**src/rtl/sprite_blitter.sv**
```systemverilog
// sprite_blitter
//   Streams one sprite from a synchronous sprite ROM to the VGA adapter write
//   port. The sprite is walked in raster order, one ROM address per cycle.
//   Each pixel is translated to screen coordinates at the origin latched with
//   start. Transparent and off-screen pixels are not plotted. In erase mode
//   every opaque pixel is repainted in BG_COLOUR.
//
// Ports
//   clock       system clock
//   reset       synchronous, active-high reset
//   start       request pulse, accepted only when idle
//   base_x/y    sprite top-left corner, latched on an accepted start
//   erase       1 = paint BG_COLOUR over the opaque footprint, latched on start
//   rom_addr    sprite ROM read address (row*SPRITE_W + col)
//   rom_data    ROM colour, valid one cycle after rom_addr
//   out_x/y     pixel coordinates to the VGA adapter
//   out_colour  pixel colour to the VGA adapter
//   plot        write strobe, at most one pixel per cycle
//   busy        high while a sprite is in progress (RUN and DRAIN)
//   done        one-cycle completion pulse
module sprite_blitter #(
  parameter int         SPRITE_W    = 32,
  parameter int         SPRITE_H    = 32,
  parameter int         ADDR_W      = 10,
  parameter logic [2:0] TRANSPARENT = 3'b101,
  parameter logic [2:0] BG_COLOUR   = 3'b111,
  parameter int         SCREEN_W    = 320,
  parameter int         SCREEN_H    = 240
) (
  input  logic              clock,
  input  logic              reset,
  input  logic              start,
  input  logic [8:0]        base_x,
  input  logic [7:0]        base_y,
  input  logic              erase,
  output logic [ADDR_W-1:0] rom_addr,
  input  logic [2:0]        rom_data,
  output logic [8:0]        out_x,
  output logic [7:0]        out_y,
  output logic [2:0]        out_colour,
  output logic              plot,
  output logic              busy,
  output logic              done
);

  localparam int N     = SPRITE_W * SPRITE_H;
  localparam int COL_W = (SPRITE_W > 1) ? $clog2(SPRITE_W) : 1;
  localparam int ROW_W = (SPRITE_H > 1) ? $clog2(SPRITE_H) : 1;

  typedef enum logic [1:0] {
    S_IDLE,
    S_RUN,
    S_DRAIN,
    S_DONE
  } state_t;

  state_t state_reg, state_next;

  // Issue side: linear address counter plus col/row kept in step with it,
  // so no multiplier is needed for row*SPRITE_W + col.
  logic [ADDR_W-1:0] addr_reg;
  logic [COL_W-1:0]  col_reg;
  logic [ROW_W-1:0]  row_reg;
  logic              drain_cnt_reg;

  // Request parameters held for the whole sprite.
  logic [8:0] base_x_reg;
  logic [7:0] base_y_reg;
  logic       erase_reg;

  // Stage 1: travels alongside the ROM read, lines up with rom_data.
  logic             s1_valid_reg;
  logic [COL_W-1:0] s1_col_reg;
  logic [ROW_W-1:0] s1_row_reg;

  // Stage 2: registered pixel outputs.
  logic [8:0] out_x_reg;
  logic [7:0] out_y_reg;
  logic [2:0] out_colour_reg;
  logic       plot_reg;

  logic       last_addr;
  logic       last_col;
  logic [9:0] sx;
  logic [8:0] sy;
  logic       clipped;

  assign last_addr = (addr_reg == ADDR_W'(N - 1));
  assign last_col  = (col_reg == COL_W'(SPRITE_W - 1));

  // Screen coordinates are formed one bit wider than the screen range so a
  // pixel running off the right/bottom edge is clipped instead of wrapping.
  assign sx      = 10'(base_x_reg) + 10'(s1_col_reg);
  assign sy      = 9'(base_y_reg) + 9'(s1_row_reg);
  assign clipped = (sx >= 10'(SCREEN_W)) || (sy >= 9'(SCREEN_H));

  always_ff @(posedge clock) begin
    if (reset) begin
      state_reg <= S_IDLE;
    end else begin
      state_reg <= state_next;
    end
  end

  always_comb begin
    state_next = state_reg;
    busy       = 1'b0;
    done       = 1'b0;
    case (state_reg)
      S_IDLE: begin
        if (start) begin
          state_next = S_RUN;
        end
      end
      S_RUN: begin
        busy = 1'b1;
        if (last_addr) begin
          state_next = S_DRAIN;
        end
      end
      S_DRAIN: begin
        busy = 1'b1;
        if (drain_cnt_reg) begin
          state_next = S_DONE;
        end
      end
      S_DONE: begin
        done       = 1'b1;
        state_next = S_IDLE;
      end
      default: state_next = S_IDLE;
    endcase
  end

  always_ff @(posedge clock) begin
    if (reset) begin
      addr_reg       <= '0;
      col_reg        <= '0;
      row_reg        <= '0;
      drain_cnt_reg  <= 1'b0;
      base_x_reg     <= '0;
      base_y_reg     <= '0;
      erase_reg      <= 1'b0;
      s1_valid_reg   <= 1'b0;
      s1_col_reg     <= '0;
      s1_row_reg     <= '0;
      out_x_reg      <= '0;
      out_y_reg      <= '0;
      out_colour_reg <= '0;
      plot_reg       <= 1'b0;
    end else begin
      case (state_reg)
        S_IDLE: begin
          if (start) begin
            base_x_reg <= base_x;
            base_y_reg <= base_y;
            erase_reg  <= erase;
            addr_reg   <= '0;
            col_reg    <= '0;
            row_reg    <= '0;
          end
        end
        S_RUN: begin
          // Return the counters to zero after the final address so the ROM
          // address rests at 0 between sprites.
          if (last_addr) begin
            addr_reg <= '0;
            col_reg  <= '0;
            row_reg  <= '0;
          end else begin
            addr_reg <= addr_reg + 1'b1;
            if (last_col) begin
              col_reg <= '0;
              row_reg <= row_reg + 1'b1;
            end else begin
              col_reg <= col_reg + 1'b1;
            end
          end
        end
        default: ;
      endcase

      // Second DRAIN cycle is marked by this flag.
      drain_cnt_reg <= (state_reg == S_DRAIN);

      s1_valid_reg <= (state_reg == S_RUN);
      s1_col_reg   <= col_reg;
      s1_row_reg   <= row_reg;

      // Transparency is judged on the ROM colour even in erase mode, so the
      // erase footprint is exactly the drawn footprint.
      plot_reg       <= s1_valid_reg && !clipped && (rom_data != TRANSPARENT);
      out_x_reg      <= sx[8:0];
      out_y_reg      <= sy[7:0];
      out_colour_reg <= erase_reg ? BG_COLOUR : rom_data;
    end
  end

  assign rom_addr   = addr_reg;
  assign out_x      = out_x_reg;
  assign out_y      = out_y_reg;
  assign out_colour = out_colour_reg;
  assign plot       = plot_reg;

endmodule

```
**config.mk**
```make
export PLATFORM = sky130hd
export DESIGN_NAME = sprite_blitter
export DESIGN_NICKNAME = d
export VERILOG_FILES = /design/src/rtl/sprite_blitter.sv
export SDC_FILE = /design/constraint.sdc
export NUM_CORES = 1
export LEC_CHECK = 0
export BUFFER_PORTS_ARGS = -buffer_cell sky130_fd_sc_hd__buf_2
export CORE_MARGIN = 1
export CORE_UTILIZATION = 40
export CTS_CLUSTER_DIAMETER = 60
export DETAILED_ROUTE_END_ITERATION = 6
export PLACE_DENSITY_LB_ADDON = 0.05
export SETUP_SLACK_MARGIN = 0.4
export SLEW_MARGIN = 5
export SYNTH_ARGS = -nofsm -noshare
export SYNTH_HDL_FRONTEND = slang
export SYNTH_SLANG_ARGS = --single-unit
```
**constraint.sdc**
```tcl
create_clock -name clock -period 2.7 [get_ports clock]
set_input_delay 0.54 -clock clock [delete_from_list [all_inputs] [get_ports clock]]
set_output_delay 0.54 -clock clock [all_outputs]
set_load 0.03 [all_outputs]
```
# ---- Word level (Yosys, flattened, before mapping)
# Index checks and enable logic that the tools add are counted.
dict set report word_totals {
  register_bits 73
  in_bits 24
  out_inout_bits 33
  wordCells 60
}
dict set report op_classes {
  add_sub_neg 5
  n_lt_le_gt_ge 2
  eq_ne 10
  mux 17
  n_reduce_logical 11
}
# cell n
set op_table {}
lappend op_table {{$mux W5} 5}
lappend op_table {{$mux W10} 2}
lappend op_table {{$pmux W10 S2} 1}
lappend op_table {{$pmux W5 S2} 2}
lappend op_table {{$add A10 B1 Y10 const B} 1}
lappend op_table {{$add A5 B1 Y5 const B} 2}
lappend op_table {{$add A9 B5 Y10} 1}
lappend op_table {{$eq A10 B10 Y1 const B} 1}
lappend op_table {{$ge A10 B9 Y1 const B} 1}
lappend op_table {{$add A8 B5 Y9} 1}
lappend op_table {{$ge A9 B8 Y1 const B} 1}
lappend op_table {{$pmux W2 S4} 1}
lappend op_table {{$mux W2} 3}
lappend op_table {{$ne A2 B2 Y1 const B} 3}
lappend op_table {{$ne A3 B3 Y1 const B} 2}
lappend op_table {{$reduce_and A3 Y1} 2}
lappend op_table {{$eq A5 B5 Y1 const B} 1}
lappend op_table {{$eq A2 B2 Y1 const B} 2}
lappend op_table {{$reduce_and A2 Y1} 2}
lappend op_table {{$mux W3} 1}
lappend op_table {{$eq A2 B1 Y1 const B} 1}
lappend op_table {{$logic_and A1 B1 Y1} 2}
lappend op_table {{$logic_not A2 Y1} 1}
lappend op_table {{$mux W1} 2}
lappend op_table {{4 further kinds} 4}

# ---- Logic depth before layout (Yosys ltp)
dict set report depth {
  depth_word 6
  mapped_depth 8
  mapped_depth_nobuf 8
}

# ---- Worst setup path after synthesis
# OpenSTA, ideal clock, no wires.
dict set report synth_timing {
  kind {reg-to-reg}
  from {register base_x_reg[0]}
  to {register plot_reg, in the netlist plot}
  setup_time_ps 92
  arrival_ps 1786
  required_time_ps 2608
  path_slack_ps 823
  stages_incl_launch_ff 7
  path_buffers 0
  synth_period_minus_slack_ps 1877
  cell_sequence {dfxtp_1 -> ha_1 -> fa_1 -> a21oi_1 -> o211ai_1 -> o311a_1 -> nor4_1}
}
dict set report synth_between {
  elab_chain_len 6
}
# item line
set synth_lines {}
lappend synth_lines {{start: declaration} 67} ;# logic [8:0] base_x_reg;
lappend synth_lines {{start signal: assignment} 155} ;# base_x_reg <= base_x;
lappend synth_lines {{$add A9 B5 Y10} 93} ;# assign sx = 10'(base_x_reg) + 10'(s1_col_reg);
lappend synth_lines {{$ge A10 B9 Y1} 95} ;# assign clipped = (sx >= 10'(SCREEN_W)) || (sy >= 9'(SCREEN_H));
lappend synth_lines {{$logic_or A1 B1 Y1} 95}
lappend synth_lines {{$logic_not A1 Y1} 192} ;# plot_reg <= s1_valid_reg && !clipped && (rom_data != TRANSPARENT);
lappend synth_lines {{$logic_and A1 B1 Y1 (2 in a row)} 192}
lappend synth_lines {{end signal: assignment} 192}
lappend synth_lines {{end: declaration} 80} ;# logic plot_reg;
# Every way passes these cells.
# A chain may end at the register's enable or synchronous reset.

# ---- Worst setup path in the final report
# Same ends and word-level chain as after synthesis.

==> out/results.txt <==
Final setup TNS = 0 ns
Die height = 90.9 µm
Mean area per synthesized cell = 9.03 µm²
Root Driver = clkbuf_8
CP arrival = 2.31 ns
Area growth, synth to finish = 19.4%
GRT Util Overall = 17.0%
Clock Sinks = 73
Run status = completed
Area contributors post-synth = dfxtp_1, ha_1, nand2_1
Mapped Nets = 395
First-pass GRT wire length = 11200 µm
Gpl congestion = 0.794
Reg-to-Reg Start = base_x_reg[0]
Hold depth = 3
Initial antenna violation count = 0
Synth top area share = 46.2%
Static leakage = 1.63 nW
Nets = 455
Met1 usage = 22.1%
# diodes = 0
Vias in the first global route = 2358
HPWL Detailed = 4530 µm
Worst Max-Slew Pin Slew = 0.659 ns
Clk_lat worst skew = 0.34 ns
Die area = 0.00826 mm²
Req. time, crit path = 2.95 ns
Worst setup path class = flip-flop to flip-flop
Max Clk Rate = 486 MHz
Row count = 32
Inserted Clock Buffers = 9
Tcrit/Tclk final = 76.2%
IO Pins = 57
Core outline area = 0.00769 mm²
Routed Antenna Nets = 0
DRT iter0 DRCs = 86
Number of flip-flops under the largest register name = 10
Cell taking the most area after synthesis = dfxtp_1
DRC errors left = 0
FFs w/ async S/R, synth = 0%
Final Hold Vio Count = 0
Most Crowded Layer GR = met2
Syn. warnings = 0
R2r worst-path depth = 6
Max-slew violation count = 0
Hold path endpoint = out_colour[2]
Worst Hold Class = primary input to flip-flop
H-tree depth = 3
Worst vdd ir = 0.448 mV
Synthesis-stage register bit count = 73
Largest net degree at the start of global routing = 37
Vias after detailed routing = 2528
Most numerous cell in the Yosys netlist = dfxtp_1
RSZ-0062 raised after global routing = no
Post-Syn Instances = 350
Die width = 90.9 µm
Setup bufs post-CTS = 0
Drt pass-1 iters = 4
MaxCap Viol Count = 0
Fin area = 0.00377 mm²
Routed wire length = 6470 µm
GRT met2 Usage = 27.4%
Post-Syn Area = 0.00316 mm²
Layout fillers = 801
Distinct cell type count after synthesis = 45
# port buffers = 56
Final setup violation count = 0
Post-synth top cells = dfxtp_1, nand2_1, nor2_1, a21oi_1, ha_1
Vias per std cell = 4.89
Pwr dens = 804 mW/mm²
Share of cells above drive strength 1 = 19.8%
Max FO, Critical Path = 3
Slew headroom = 54.8%
Placed inst area = 0.00355 mm²
CP startpoint kind = flip-flop
GRT Residual Overflow = 0
WL/cell = 12.5 µm
EDFF count, synth = 0
CP endpoint kind = flip-flop
Initial Utilization = 41.1%
R2r setup slk = 0.64 ns
Skew final = 0.0105 ns
Final critical-path required period = 2.06 ns
CTS tree = built
Met3 usage = 3.20%
Reg-to-reg endpoint = plot
Ys flop type = dfxtp_1
Reg clk slew, reported paths = 0.08 ns
Clk buf depth = 2
Hold path start = rom_data[2]
Seq/Total Area, Yosys = 46.2%
[worst max-delay path: stages, from the launching register on]
cell and delay (ns):
dfxtp_1 0.32, ha_1 0.24, fa_1 0.44, a21oi_1 0.20, o211ai_1 0.18, o311a_1 0.33
nor4_2 0.26
[report_power, final]
group,leakage [nW],switching [W],internal [W]
clock,0.111,0.000418,0.000526
combinational,0.920,0.000527,0.000276
sequential,0.594,0.0000875,0.00120
total,1.63,0.00103,0.00200
[metrics by stage]
step           hold WS, ns  setup slack [ns]  power, W  utilization, %  cells
3_3_place_gp         0.450             0.712   0.00212            46.1    501
5_1_grt              0.419             0.453   0.00322            49.1    517
6_report             0.418             0.641   0.00303            49.1    517
4_1_cts              0.398             0.621   0.00307            49.0    517
2_1_floorplan        0.441             0.823   0.00190               -    350
3_5_place_dp         0.454             0.657   0.00213            46.1    501
[how the worst max path moves through the flow]
stage                              from   end  slack (ns)  depth (start not counted)
after floorplan           base_x_reg[0]  plot        0.82                          6
after global placement    base_x_reg[2]  plot        0.71                          6
after detailed placement  base_x_reg[0]  plot        0.66                          6
after CTS                 base_x_reg[0]  plot        0.62                          6
after global routing      base_x_reg[0]  plot        0.45                          6
final                     base_x_reg[0]  plot        0.64                          6
[routing by layer]
metal	wire length [µm]	part of all wire, %
met3	293	4.5
met4	76	1.2
met1	3200	50
met5	0	0
met2	2890	45
[placed cells by master (no fill, tap or decap), drive strengths merged, types with 13 or more instances in the layout]
| cell type | n |
|---|---|
| inv | 13 |
| a21oi | 30 |
| buf | 60 |
| nand2 | 51 |
| dfxtp | 73 |
| ha | 19 |
| xor2 | 13 |
| nor2 | 39 |
| nor2b | 16 |
[cells by family (layout without fill, tap and decap cells)]
| family | Yosys count | after routing | share of synthesized area, % |
|---|---|---|---|
| flops | 73 | 73 | 46.2 |
| mux | 4 | 4 | 1.31 |
| xor+xnor | 19 | 19 | 5.27 |
| simple gates | 138 | 138 | 20.1 |
| fa+ha+maj | 21 | 21 | 8.79 |
| compound gates | 72 | 72 | 15.3 |
| buf+inv | 23 | 88 | 3.05 |
[final cells by class]
cell class | count | area, µm² | area share, %
clock buffers | 10 | 128 | 3.38
clock inverters | 6 | 91.3 | 2.42
inverters | 12 | 45.0 | 1.19
multi-input cells | 254 | 1610 | 42.7
flip-flops and latches | 73 | 1460 | 38.7
well taps | 102 | 128 | 3.38
repair buffers | 60 | 310 | 8.23
[repair_timing]
item | 4_1_cts | 5_1_grt
hold buffers | 0 | 0
endpoints found under the setup margin | 0 | 1
resized for setup | 0 | 1
Power figures use the tool's default switching activity.
